--- src/rtl/eth_rx_tile_pkg.sv ---
// Shared types for the Ethernet RX tile: NoC output flit mux select and the
// NoC output control FSM state encoding.
package eth_rx_tile_pkg;

    // Datapath flit mux select for the NoC output path
    typedef enum logic [1:0] {
        SEL_HDR_FLIT  = 2'd0,
        SEL_META_FLIT = 2'd1,
        SEL_DATA_FLIT = 2'd2
    } noc_out_flit_mux_sel;

    // NoC output control FSM states
    typedef enum logic [2:0] {
        READY    = 3'd0,
        HDR_OUT  = 3'd1,
        META_OUT = 3'd2,
        DATA_OUT = 3'd3,
        DRAIN    = 3'd4
    } noc_out_ctrl_state;

endpackage

--- src/rtl/eth_rx_noc_out_ctrl_if.sv ---
// Handshake bundle between the RX formatter, the NoC output control block and
// the noc0 router. The master side is the control block; the slave side is
// the surrounding formatter/NoC environment.
interface eth_rx_noc_out_ctrl_if;

    logic eth_format_eth_rx_out_rx_hdr_val;
    logic eth_rx_out_eth_format_rx_hdr_rdy;
    logic eth_format_eth_rx_out_data_val;
    logic eth_format_eth_rx_out_data_last;
    logic eth_rx_out_eth_format_data_rdy;
    logic eth_rx_out_noc0_vrtoc_val;
    logic noc0_vrtoc_eth_rx_out_rdy;

    modport master (
        input  eth_format_eth_rx_out_rx_hdr_val,
        output eth_rx_out_eth_format_rx_hdr_rdy,
        input  eth_format_eth_rx_out_data_val,
        input  eth_format_eth_rx_out_data_last,
        output eth_rx_out_eth_format_data_rdy,
        output eth_rx_out_noc0_vrtoc_val,
        input  noc0_vrtoc_eth_rx_out_rdy
    );

    modport slave (
        output eth_format_eth_rx_out_rx_hdr_val,
        input  eth_rx_out_eth_format_rx_hdr_rdy,
        output eth_format_eth_rx_out_data_val,
        output eth_format_eth_rx_out_data_last,
        input  eth_rx_out_eth_format_data_rdy,
        input  eth_rx_out_noc0_vrtoc_val,
        output noc0_vrtoc_eth_rx_out_rdy
    );

endinterface

--- src/rtl/eth_rx_noc_out_ctrl.sv ---
// Ethernet RX NoC output control: accepts a parsed header, then sequences one
// header flit, one metadata flit and the frame's data flits onto noc0. Frames
// whose EtherType misses in the dispatch CAM are drained upstream and counted
// instead of being sent. Handshake outputs are combinational from state and
// inputs; state and the two saturating counters are the only registers.
module eth_rx_noc_out_ctrl
    import eth_rx_tile_pkg::*;
#(
    parameter int CNT_W = 32
) (
    input  logic                clk,
    input  logic                rst,
    eth_rx_noc_out_ctrl_if.master bus,
    output noc_out_flit_mux_sel ctrl_datap_flit_sel,
    output logic                ctrl_datap_store_inputs,
    input  logic                cam_ctrl_rd_hit,
    output logic [CNT_W-1:0]    eth_rx_out_fwd_cnt,
    output logic [CNT_W-1:0]    eth_rx_out_drop_cnt
);

    noc_out_ctrl_state state_q;
    logic [CNT_W-1:0]  fwd_cnt_q;
    logic [CNT_W-1:0]  drop_cnt_q;

    // Saturating increment: holds at all-ones instead of wrapping
    function automatic logic [CNT_W-1:0] sat_inc(input logic [CNT_W-1:0] v);
        return (&v) ? v : v + CNT_W'(1);
    endfunction

    // Decode handshakes and datapath controls; everything is quiet while rst is high
    always_comb begin
        bus.eth_rx_out_eth_format_rx_hdr_rdy = 1'b0;
        bus.eth_rx_out_eth_format_data_rdy   = 1'b0;
        bus.eth_rx_out_noc0_vrtoc_val        = 1'b0;
        ctrl_datap_store_inputs              = 1'b0;
        ctrl_datap_flit_sel                  = SEL_HDR_FLIT;
        if (!rst) begin
            case (state_q)
                READY: begin
                    bus.eth_rx_out_eth_format_rx_hdr_rdy = 1'b1;
                    // Datapath bypasses the header onto the CAM tag on this strobe
                    ctrl_datap_store_inputs = bus.eth_format_eth_rx_out_rx_hdr_val;
                end
                HDR_OUT: begin
                    ctrl_datap_flit_sel           = SEL_HDR_FLIT;
                    bus.eth_rx_out_noc0_vrtoc_val = 1'b1;
                end
                META_OUT: begin
                    ctrl_datap_flit_sel           = SEL_META_FLIT;
                    bus.eth_rx_out_noc0_vrtoc_val = 1'b1;
                end
                DATA_OUT: begin
                    // Beats pass straight through; noc rdy never depends on val
                    ctrl_datap_flit_sel                = SEL_DATA_FLIT;
                    bus.eth_rx_out_noc0_vrtoc_val      = bus.eth_format_eth_rx_out_data_val;
                    bus.eth_rx_out_eth_format_data_rdy = bus.noc0_vrtoc_eth_rx_out_rdy;
                end
                DRAIN: begin
                    ctrl_datap_flit_sel                = SEL_DATA_FLIT;
                    bus.eth_rx_out_eth_format_data_rdy = 1'b1;
                end
                default: ;
            endcase
        end
    end

    // Advance the frame sequence and update the forwarded/dropped counters
    always_ff @(posedge clk) begin
        if (rst) begin
            state_q    <= READY;
            fwd_cnt_q  <= '0;
            drop_cnt_q <= '0;
        end else begin
            case (state_q)
                READY: begin
                    if (bus.eth_format_eth_rx_out_rx_hdr_val) begin
                        if (cam_ctrl_rd_hit) begin
                            state_q <= HDR_OUT;
                        end else begin
                            state_q    <= DRAIN;
                            drop_cnt_q <= sat_inc(drop_cnt_q);
                        end
                    end
                end
                HDR_OUT: begin
                    if (bus.noc0_vrtoc_eth_rx_out_rdy) state_q <= META_OUT;
                end
                META_OUT: begin
                    if (bus.noc0_vrtoc_eth_rx_out_rdy) state_q <= DATA_OUT;
                end
                DATA_OUT: begin
                    if (bus.eth_format_eth_rx_out_data_val && bus.noc0_vrtoc_eth_rx_out_rdy &&
                        bus.eth_format_eth_rx_out_data_last) begin
                        state_q   <= READY;
                        fwd_cnt_q <= sat_inc(fwd_cnt_q);
                    end
                end
                DRAIN: begin
                    if (bus.eth_format_eth_rx_out_data_val && bus.eth_format_eth_rx_out_data_last)
                        state_q <= READY;
                end
                default: state_q <= READY;
            endcase
        end
    end

    assign eth_rx_out_fwd_cnt  = fwd_cnt_q;
    assign eth_rx_out_drop_cnt = drop_cnt_q;

endmodule

--- src/flat_wrapper.sv ---
// flat-port wrapper written by rule: the top's interface ports become plain ports
module eth_rx_noc_out_ctrl_flat import eth_rx_tile_pkg::*;
#(
    parameter int CNT_W = 32
)
  (clk, rst, ctrl_datap_flit_sel, ctrl_datap_store_inputs, cam_ctrl_rd_hit, eth_rx_out_fwd_cnt, eth_rx_out_drop_cnt, bus_eth_format_eth_rx_out_rx_hdr_val, bus_eth_rx_out_eth_format_rx_hdr_rdy, bus_eth_format_eth_rx_out_data_val, bus_eth_format_eth_rx_out_data_last, bus_eth_rx_out_eth_format_data_rdy, bus_eth_rx_out_noc0_vrtoc_val, bus_noc0_vrtoc_eth_rx_out_rdy);
  eth_rx_noc_out_ctrl_if bus_i ();
  input  logic clk;
  input  logic rst;
  output noc_out_flit_mux_sel ctrl_datap_flit_sel;
  output logic ctrl_datap_store_inputs;
  input  logic cam_ctrl_rd_hit;
  output logic [CNT_W-1:0] eth_rx_out_fwd_cnt;
  output logic [CNT_W-1:0] eth_rx_out_drop_cnt;
  input wire logic [$bits(bus_i.eth_format_eth_rx_out_rx_hdr_val)-1:0] bus_eth_format_eth_rx_out_rx_hdr_val;
  output wire logic [$bits(bus_i.eth_rx_out_eth_format_rx_hdr_rdy)-1:0] bus_eth_rx_out_eth_format_rx_hdr_rdy;
  input wire logic [$bits(bus_i.eth_format_eth_rx_out_data_val)-1:0] bus_eth_format_eth_rx_out_data_val;
  input wire logic [$bits(bus_i.eth_format_eth_rx_out_data_last)-1:0] bus_eth_format_eth_rx_out_data_last;
  output wire logic [$bits(bus_i.eth_rx_out_eth_format_data_rdy)-1:0] bus_eth_rx_out_eth_format_data_rdy;
  output wire logic [$bits(bus_i.eth_rx_out_noc0_vrtoc_val)-1:0] bus_eth_rx_out_noc0_vrtoc_val;
  input wire logic [$bits(bus_i.noc0_vrtoc_eth_rx_out_rdy)-1:0] bus_noc0_vrtoc_eth_rx_out_rdy;
  assign bus_i.eth_format_eth_rx_out_rx_hdr_val = bus_eth_format_eth_rx_out_rx_hdr_val;
  assign bus_eth_rx_out_eth_format_rx_hdr_rdy = bus_i.eth_rx_out_eth_format_rx_hdr_rdy;
  assign bus_i.eth_format_eth_rx_out_data_val = bus_eth_format_eth_rx_out_data_val;
  assign bus_i.eth_format_eth_rx_out_data_last = bus_eth_format_eth_rx_out_data_last;
  assign bus_eth_rx_out_eth_format_data_rdy = bus_i.eth_rx_out_eth_format_data_rdy;
  assign bus_eth_rx_out_noc0_vrtoc_val = bus_i.eth_rx_out_noc0_vrtoc_val;
  assign bus_i.noc0_vrtoc_eth_rx_out_rdy = bus_noc0_vrtoc_eth_rx_out_rdy;
  eth_rx_noc_out_ctrl #(.CNT_W(CNT_W)) u_core (.clk(clk), .rst(rst), .bus(bus_i), .ctrl_datap_flit_sel(ctrl_datap_flit_sel), .ctrl_datap_store_inputs(ctrl_datap_store_inputs), .cam_ctrl_rd_hit(cam_ctrl_rd_hit), .eth_rx_out_fwd_cnt(eth_rx_out_fwd_cnt), .eth_rx_out_drop_cnt(eth_rx_out_drop_cnt));
endmodule
--- config.mk ---
export PLATFORM = sky130hd
export DESIGN_NAME = eth_rx_noc_out_ctrl_flat
export DESIGN_NICKNAME = d
export VERILOG_FILES = /design/src/rtl/eth_rx_tile_pkg.sv /design/src/rtl/eth_rx_noc_out_ctrl_if.sv /design/src/rtl/eth_rx_noc_out_ctrl.sv /design/src/flat_wrapper.sv
export SDC_FILE = /design/constraint.sdc
export NUM_CORES = 1
export LEC_CHECK = 0
export ABC_AREA = 1
export CORE_ASPECT_RATIO = 0.75
export CORE_UTILIZATION = 40
export CTS_BUF_LIST = sky130_fd_sc_hd__clkbuf_8
export CTS_CLUSTER_SIZE = 20
export DETAILED_ROUTE_END_ITERATION = 8
export PLACE_DENSITY_LB_ADDON = 0.15
export SLEW_MARGIN = 25
export SYNTH_ARGS = -nofsm -noshare
export SYNTH_HDL_FRONTEND = slang
export SYNTH_SLANG_ARGS = --single-unit
export TNS_END_PERCENT = 50
--- constraint.sdc ---
create_clock -name clk -period 1.8 [get_ports clk]
set_input_delay 0.18 -clock clk [delete_from_list [all_inputs] [get_ports clk]]
set_output_delay 0.18 -clock clk [all_outputs]
set_load 0.01 [all_outputs]
Word-level counts from Yosys, hierarchy flattened
Cells that the tools add are included.
Storage, ports and cells
  bits in registers: 67
  input port bits: 7
  output and inout bits: 70
Cells by class
  add/subtract/negate cells: 2
  equality and inequality tests: 9
  multiplexer cells: 17
  reductions and logical operators: 11
  bitwise operators: 3
Operators by type and width (count)
  32-bit by 1-bit adder with 32-bit output (second input constant): 2
  32-bit AND reduction: 2
  3-bit 2-to-1 mux: 6
  3-bit case mux with 5 select lines: 1
  3-bit by 2-bit equality test with 1-bit output (second input constant): 2
  1-bit 2-to-1 mux: 6
  2-bit inequality test (second input constant): 3
  5-bit AND reduction: 1
  2-bit by 1-bit inequality test with 1-bit output (second input constant): 2
  1-bit case mux with 2 select lines: 2
  2-bit case mux with 2 select lines: 1
  4-bit AND reduction: 1
  2-bit OR reduction: 2
  3-bit by 1-bit equality test with 1-bit output (second input constant): 1
  3-bit equality test (second input constant): 1
  1-bit logical AND: 3
  3-bit zero test: 1
  1-bit NOT: 3
  3-bit AND reduction: 1
  2-bit 2-to-1 mux: 1

Logic depth before layout (Yosys ltp)
Gate-level depths: netlist of the first run.
  depth after elaboration: 4
  gate-level depth with buffers: 12
  depth with buffers taken out: 11

Least setup slack after synthesis of the first run
OpenSTA, ideal clock, no wires.
  kind: register -> register
  start: reg u_core.drop_cnt_q[0], in the netlist u_core.eth_rx_out_drop_cnt[0]
  end: reg u_core.drop_cnt_q[1], in the netlist u_core.eth_rx_out_drop_cnt[1]
  arrival time: 1.547 ns
  clock period less this slack: 1.663 ns
  stages on the path, launching flop included: 12
  buffers on the path: 1
  path slack: 0.137 ns
  cells stage by stage: dfxtp_1 ha_1 nand2_2 nor2_4 nand2_4 nor2_8 nand2_4 nand2_4 inv_2 buf_6 nor2_1 nor2_1
On the way
  word-level cells in the longest chain between the ends: 3
  elaborated cells on any way between the ends: 4
  those cells by class: add/sub: 1; bitwise: 1; reduce/logical: 2
RTL lines
  start, declared: line eth_rx_noc_out_ctrl.sv:23  | logic [CNT_W-1:0] drop_cnt_q;
  start signal, assigned: line eth_rx_noc_out_ctrl.sv:81  | drop_cnt_q <= sat_inc(drop_cnt_q);
  branches (longest 3 deep; another with 32-bit by 1-bit adder with 32-bit output)
Parallel ways; which one is timed is not known.
A chain may end at the register's enable or synchronous reset.

Final worst setup path of the first run
  start: reg u_core.fwd_cnt_q[1], in the netlist u_core.eth_rx_out_fwd_cnt[1]
  end: reg u_core.fwd_cnt_q[18], in the netlist u_core.eth_rx_out_fwd_cnt[18]
On the way
  word-level cells in the longest chain between the ends: 3
  elaborated cells on any way between the ends: 4
  those cells by class: add/sub: 1; bitwise: 1; reduce/logical: 2
RTL lines
  start, declared: line eth_rx_noc_out_ctrl.sv:22  | logic [CNT_W-1:0] fwd_cnt_q;
  start signal, assigned: line eth_rx_noc_out_ctrl.sv:95  | fwd_cnt_q <= sat_inc(fwd_cnt_q);
  branches (longest 3 deep; another with 32-bit by 1-bit adder with 32-bit output)
Parallel ways; which one is timed is not known.

==> results of run 1 <==
where the power goes:
part	internal [mW]	switching, mW	total (mW)
sequential	1.53	0.0520	1.58
clock	0.918	0.642	1.56
combinational	0.282	0.424	0.706
total	2.73	1.12	3.85
final cells by class:
| type | count | area, sq um |
|---|---|---|
| Sequential cell | 67 | 1349 |
| Clock inverter | 7 | 116.4 |
| Clock buffer | 9 | 123.9 |
| Tap cell | 136 | 170.2 |
| Inverter | 86 | 324.1 |
| Fill cell | 1071 | 4609 |
| Timing Repair Buffer | 117 | 1117 |
| Multi-Input combinational cell | 553 | 2680 |
tightest hold or removal path: cells and delay by family (launching register included):
kind	cells	cell delay, ps
AOI/OAI and AO/OA	1	50
DFF	1	360
and+or+nand+nor	1	80
per-stage QoR:
stage	power, mW	cells
2_1_floorplan	2.032	722
3_5_place_dp	2.311	958
6_report	3.847	975
3_3_place_gp	2.299	958
4_1_cts	3.867	974
5_1_grt	4.039	975
logic make-up after synthesis:
group,synth area share
buffers and inverters,0.1041
DFF,0.3039
AOI/OAI and AO/OA,0.06408
xor gates and xnor gates,0.02183
and+or+nand+nor,0.5004
adders and majority gates,0.005670
cell usage in the layout (no fill, tap or decap), types with 5 or more instances in the layout:
cell type / count
nor2_2: 20
dfxtp_1: 61
nor3_1: 10
nand2_4: 5
and2_1: 5
inv_1: 83
dfxtp_2: 6
xor2_1: 7
a21oi_1: 28
nor2_1: 150
nand2_2: 12
nand3_1: 57
buf_4: 37
nand2_1: 187
nand4_1: 18
nor2_4: 7
clkbuf_8: 9
clkdlybuf4s50_1: 70
nand3_2: 12
o21ai_0: 11
o21bai_1: 8
layer usage:
layer  share of wire  routed length (um)  track usage
met5               0                   0            0
met4          0.0062                  84      0.05522
met3           0.099                1338      0.07081
met2            0.39                5308       0.3422
met1            0.50                6820       0.3665
path summary, 6_finish.rpt:
check | end | slack (ps) | cells after the start
hold / removal | u_core.eth_rx_out_drop_cnt[3]$_SDFFE_PP0P_ | 540 | 2
hold reg to reg | u_core.eth_rx_out_drop_cnt[3]$_SDFFE_PP0P_ | 540 | 2
setup / recovery | u_core.eth_rx_out_fwd_cnt[18]$_SDFFE_PP0P_ | 70 | 9
setup reg to reg | u_core.eth_rx_out_fwd_cnt[18]$_SDFFE_PP0P_ | 70 | 9
timing repair:
item | CTS | global route
cloned | 0 | 1
gates resized for setup | 10 | 20
endpoints found under the setup margin | 8 | 32
hold endpoints to repair | 0 | 0
pin swaps | 0 | 3
state kept, by name (all words and copies together), names as in the netlist:
name / flops
u_core.eth_rx_out_drop_cnt: 32
u_core.eth_rx_out_fwd_cnt: 32
u_core.state_q: 3
==> out/results.tsv, run 1 <==
metric	value	unit
synth_area	4413	sq um
critPathBufInv	1	
fin_tns_setup	0	ps
num_antenna_cells	0	
synth.area.top_cells	dfxtp_1, nand2_1, nor2_1, inv_1, nand3_1	
leakage	2.371	nW
critical_path.startpoint	u_core.eth_rx_out_fwd_cnt[1]$_SDFFE_PP0P_	
worst_path_max_delay_cell	dfxtp_2	
maxSlewViolCount	0	
period_needed	1728	ps
setup.worst_path.end_class	register	
fin_hold_ws	537.1	ps
ys_seq_area_frac	0.3039	
worstPathArrival	1970	ps
syn_to_final_growth	33.26	%
relSlewSlack	0.7438	
grt_pass1_wl	21790	um
syn-instance-count	722	
hold_class	reg2reg	
antenna_found_initial	0	
rsz0062_at_grt	true	
cts_buffers	9	
cts_root_buf	clkbuf_8	
synthFlopType	dfxtp_1	
drcViolationCount	0	
ios	77	
fin_skew	9.673	ps
vias	4912	
dp_hpwl	10230	um
drt_iter0_drc	339	
start_util	0.4207	
drive_above_1_share	0.1526	
wire_per_inst	13.90	um
critPathRequiredTime	2050	ps
drt-total-wl	13550	um
yosysMostFrequentCell	nand2_1	
fin_crit_sh	0.9598	
tritoncts	yes	
drt_first_pass_iters	5	
dieArea	11460	sq um
fin_ws	72.35	ps
yosysWarnings	0	
synth_cell_types	34	
via_per_inst	5.038	
synth_top_cell_area_share	0.3039	
setup_viol	0	
cts_num_sinks	67	
io_buffer_count	76	
crit_type	reg2reg	
worst_pin_slew	382.9	ps
post_cts_buffers	0	
place_congestion	0.9325	
ant_nets	0	
ir_worst_vdd	0.0003829	V
async_flop_share	0	
clk_latency	350	ps
clk_pin_slew	80	ps
final_nets	843	
placed_cell_area	5567	sq um
min_from	u_core.eth_rx_out_drop_cnt[3]$_SDFFE_PP0P_	
finalHoldViolCount	0	
synthTopCellsByCount	nand2_1, nor2_1, inv_1, dfxtp_1, nand3_1	
track_usage	0.2462	
synth_edf_count	0	
die_h	92.97	um
die_w	123.3	um
synth_top_area_cell	dfxtp_1	
syn_nets	731	
powerDensity	654.2	nW/um^2
setup.worst_path.start_class	register	
clockBufferDepth	2	
htree_num_levels	3	
grt_pass1_vias	4388	
avgSynthCellArea	6.112	sq um
crit_family	simple AND/OR/NAND/NOR gates	
max_stage_delay	370	ps
fmaxAchievable	578.8	MHz
ys_ff_latch	67	
r2r_start	u_core.eth_rx_out_fwd_cnt[1]$_SDFFE_PP0P_	
crit_chain	ha_1 > nand2_2 > nor2_4 > nand2_2 > nor2_4 > a21oi_2 > buf_12 > a21oi_1 > nor2_2	
design_area	5881	sq um
row_count	32	
grt.overflow.total	0	
grt_start_max_net_pins	56	
post-place-ws	-88.36	ps
crit_fanout	16	
max_cap_violations	0	
core_area	10490	sq um
status	finished clean	
cts_hold_buffers	0	
utilization	0.5606	
Note: power is estimated with default switching activity, not from simulation.
==> run 2, diff against run 1 <==
Settings changed: CORE_MARGIN set to 2, CORE_UTILIZATION 40 to 35.
==> out/results.tsv, run 2 (synthesis results as in run 1) <==
metric	value	unit	change
ant_nets	0		unchanged
hold_class	reg2reg		
rsz0062_at_grt	true		
drt_first_pass_iters	5		unchanged
fin_ws	99.93	ps	+27.58 ps
critPathRequiredTime	1620	ps	-430 ps
cts_hold_buffers	0		unchanged
leakage	2.375	nW	+0.18%
setup_viol	0		unchanged
final_nets	853		+1.2%
vias	4946		+0.69%
drt_iter0_drc	366		+8.0%
fmaxAchievable	588.2	MHz	+1.6%
grt.overflow.total	0		unchanged
syn_to_final_growth	34.51	%	
grt_start_max_net_pins	56		unchanged
drt-total-wl	13730	um	+1.3%
place_congestion	0.9318		about the same
final_cell_mix	nand2_1, nor2_1, inv_1, clkdlybuf4s50_1, dfxtp_1		
total_power	3.636	mW	-5.5%
relSlewSlack	0.7063		-0.03749
crit_fanout	3		-13
period_needed	1700	ps	-27.58 ps
clk_latency	350	ps	about the same
powerDensity	612.6	nW/um^2	-6.4%
seqCellArea	1353	sq um	+0.28%
dieArea	13530	sq um	+18%
status	finished clean		
die_w	133.7	um	+8.4%
row_count	35		+9.4%
tritoncts	yes		
cts_root_buf	clkbuf_8		
antenna_found_initial	0		unchanged
worstPathArrival	1520	ps	-450 ps
io_buffer_count	76		unchanged
post-place-ws	-125.3	ps	-36.97 ps
core_area	12310	sq um	+17%
wire_per_inst	13.53	um	-2.7%
cts_num_sinks	67		unchanged
multi_input_area	2688	sq um	+0.28%
ir_worst_vdd	0.0003175	V	-17%
worst_pin_slew	437.2	ps	+54.29 ps
crit_type	reg2out		
die_h	101.2	um	+8.9%
num_antenna_cells	0		unchanged
track_usage	0.2055		-0.04077
finalHoldViolCount	0		unchanged
n_fill_cell	1245		+16%
max_cap_violations	0		unchanged
grt_pass1_wl	22050	um	+1.2%
final_common_cell	nand2_1		
start_util	0.3586		-0.06207
htree_num_levels	3		unchanged
maxSlewViolCount	0		unchanged
setup.worst_path.start_class	register		
ios	77		unchanged
dp_hpwl	10470	um	+2.4%
cts_buffers	9		unchanged
fin_tns_setup	0	ps	unchanged
setup.worst_path.end_class	primary output		
via_per_inst	4.873		-3.3%
clk_pin_slew	80	ps	about the same
fin_skew	7.504	ps	-2.169 ps
fin_crit_sh	0.9445		-0.01532
clockBufferDepth	2		unchanged
fin_cells	1015		+4.1%
grt_pass1_vias	4500		+2.6%
drive_above_1_share	0.1661		+0.01352
place_inst	997		+4.1%
drcViolationCount	0		unchanged
[run 2: final timing paths]
| kind | start | to | slack, ps | cells after the start |
|---|---|---|---|---|
| worst max register to register | u_core.eth_rx_out_fwd_cnt[1]$_SDFFE_PP0P_ | u_core.eth_rx_out_fwd_cnt[24]$_SDFFE_PP0P_ | 100 | 9 |
| worst max-delay path | u_core.state_q[2]$_SDFFE_PP0P_ | bus_eth_rx_out_eth_format_data_rdy | 100 | 7 |
| worst min-delay path | u_core.eth_rx_out_drop_cnt[31]$_SDFFE_PP0P_ | u_core.eth_rx_out_drop_cnt[31]$_SDFFE_PP0P_ | 530 | 2 |
| worst min register to register | u_core.eth_rx_out_drop_cnt[31]$_SDFFE_PP0P_ | u_core.eth_rx_out_drop_cnt[31]$_SDFFE_PP0P_ | 530 | 2 |
[run 2: timing repair]
item	in CTS	in global routing
setup buffers	0	1
gates cloned	0	1
pin swaps	1	5
endpoints found under the setup margin	6	32
gates resized for setup	13	21
[run 2: metal layers]
layer,global-route usage,vias to the layer above,part of all wire
met5,0,-,0
met2,0.2910,172,0.39
met3,0.04955,13,0.082
li1,-,2506,-
met4,0.05155,0,0.011
met1,0.3096,2255,0.52
[run 2: power breakdown]
part / leakage, nW / internal [mW] / switching (mW)
logic: 1.74 / 0.282 / 0.433
clock network: 0.0905 / 0.675 / 0.660
registers: 0.544 / 1.53 / 0.0527
[run 2: area by class of cell]
type | count | area share
multi-input combinational | 553 | 0.4528
sequential | 67 | 0.2279
timing repair buffer | 127 | 0.1956
inverter | 86 | 0.05460
tap | 166 | 0.03499
clock buffer | 10 | 0.02319
clock inverter | 6 | 0.01096
[run 2: through the flow]
step	hold slack, ps	util	cell area [sq um]
after floorplan	435.3	-	4413
after global placement	504.8	0.4589	5647
after detailed placement	528.4	0.4589	5647
after CTS	540.7	0.4761	5858
final	529.4	0.4824	5936
after global routing	562.6	0.4824	5936
[run 2: worst max-delay path: stages, from the launching register on]
cell	delay, ps
dfxtp_2	360
inv_2	60
nand3_2	80
clkinv_1	90
nor2_1	130
nor2_1	70
o21a_1	110
dlygate4sd2_1	270
==> run 3, diff against run 2 <==
Settings changed: CELL_PAD_IN_SITES_DETAIL_PLACEMENT set to 0, CELL_PAD_IN_SITES_GLOBAL_PLACEMENT set to 1.
==> out/results.tsv, run 3 (synthesis results as in run 1) <==
metric	value	unit	change
status	finished clean		
core_area	12310	sq um	unchanged
setup_viol	0		unchanged
fin_skew	5.733	ps	-1.772 ps
row_count	35		unchanged
crit_fanout	6		+3
max_cap_violations	0		unchanged
drcViolationCount	0		unchanged
crit_type	reg2out		
die_w	133.7	um	unchanged
leakage	2.435	nW	+2.5%
rsz0062_at_grt	true		
setup.worst_path.start_class	register		
vias	4896		-1.0%
grt_pass1_wl	22110	um	+0.25%
io_buffer_count	76		unchanged
dieArea	13530	sq um	unchanged
clk_pin_slew	70	ps	about the same
ir_worst_vdd	0.0003553	V	+12%
grt_start_max_net_pins	56		unchanged
place_inst	1002		+0.50%
clk_latency	350	ps	about the same
seqCellArea	1353	sq um	unchanged
n_fill_cell	1291		+3.7%
drive_above_1_share	0.1698		+0.003711
cts_num_sinks	67		unchanged
grt_pass1_vias	4332		-3.7%
ant_nets	0		unchanged
relSlewSlack	0.7619		+0.05562
worstPathArrival	1570	ps	+50 ps
fin_cells	1020		+0.49%
wire_per_inst	13.75	um	+1.6%
final_nets	859		+0.70%
powerDensity	583.4	nW/um^2	-4.8%
dp_hpwl	10810	um	+3.2%
num_antenna_cells	0		unchanged
drt_first_pass_iters	5		unchanged
drt-total-wl	14020	um	+2.1%
fin_crit_sh	0.9732		+0.02867
hold_class	reg2reg		
htree_num_levels	3		unchanged
via_per_inst	4.800		-1.5%
worst_pin_slew	354.4	ps	-82.80 ps
place_congestion	0.8638		-7.3%
clockBufferDepth	2		unchanged
grt.overflow.total	0		unchanged
reg2reg_slack	50	ps	-50 ps
cts_buffers	9		unchanged
tritoncts	yes		
final_cell_mix	nand2_1, nor2_1, inv_1, clkdlybuf4s50_1, dfxtp_1		
cts_hold_buffers	0		unchanged
setup.worst_path.end_class	primary output		
ios	77		unchanged
antenna_found_initial	0		unchanged
die_h	101.2	um	unchanged
fmaxAchievable	570.9	MHz	-2.9%
fin_tns_setup	0	ps	unchanged
multi_input_area	2693	sq um	+0.19%
drt_iter0_drc	334		-8.7%
track_usage	0.2081		+0.002623
finalHoldViolCount	0		unchanged
final_common_cell	nand2_1		
cts_root_buf	clkbuf_8		
critPathRequiredTime	1620	ps	about the same
period_needed	1752	ps	+51.60 ps
start_util	0.3586		unchanged
maxSlewViolCount	0		unchanged
syn_to_final_growth	35.70	%	
run 3: changes by cell type in the layout (fill, tap and decap cells not counted), sizes merged, moves of 2 or more:
cell | before | now
buf | 51 | 58
clkinvlp | 4 | 0
dlygate4sd2 | 6 | 3
clkbuf | 10 | 12
run 3: worst max-delay path, stage by stage, from the launching register on:
cell and delay, ps:
dfxtp_4 380, nor2_4 110, nand2_1 70, nor2_1 110, clkdlybuf4s50_1 550
run 3: routing by layer:
layer  global-route usage  vias up  routed length, um
met3              0.03854        8                945
met4              0.04419        0                 99
met5                    0        -                  0
met1               0.3303     2206               7737
li1                     -     2533                  -
met2               0.2863      149               5237
run 3: stage by stage:
| step | setup WS, ps | utilization | hold slack, ps | total power, mW | instance area (sq um) |
|---|---|---|---|---|---|
| floorplan | 137.3 | - | 435.3 | 2.032 | 4413 |
| global placement | -54.37 | 0.4629 | 500.8 | 2.287 | 5697 |
| detailed placement | -92.43 | 0.4629 | 512.1 | 2.294 | 5697 |
| CTS | 1.404 | 0.4796 | 524.0 | 3.520 | 5902 |
| global route | -29.50 | 0.4866 | 539.8 | 3.667 | 5988 |
| finish | 48.33 | 0.4866 | 525.4 | 3.494 | 5988 |
run 3: final cells by class:
class / count / area share
inverters: 86 / 0.05412
repair buffers: 134 / 0.2058
multi-input cells: 552 / 0.4496
clock buffers: 12 / 0.02758
flip-flops and latches: 67 / 0.2259
clock inverters: 3 / 0.002298
well taps: 166 / 0.03468
run 3: worst paths after layout:
path,cells after the start,startpoint,endpoint
min,2,u_core.eth_rx_out_drop_cnt[3]$_SDFFE_PP0P_,u_core.eth_rx_out_drop_cnt[3]$_SDFFE_PP0P_
max reg2reg,8,u_core.eth_rx_out_fwd_cnt[9]$_SDFFE_PP0P_,u_core.eth_rx_out_fwd_cnt[18]$_SDFFE_PP0P_
min reg2reg,2,u_core.eth_rx_out_drop_cnt[3]$_SDFFE_PP0P_,u_core.eth_rx_out_drop_cnt[3]$_SDFFE_PP0P_
max,4,u_core.state_q[0]$_SDFFE_PP0P_,ctrl_datap_flit_sel[0]
run 3: where the power goes:
part | leakage (nW) | switching [mW] | internal (mW)
registers | 0.543 | 0.0698 | 1.54
clock network | 0.0994 | 0.606 | 0.597
logic | 1.79 | 0.403 | 0.280
run 3: what timing repair did:
action,CTS,global route
setup endpoints to repair,6,35
setup buffers,1,2
pin swaps,1,3
gates resized for setup,13,21
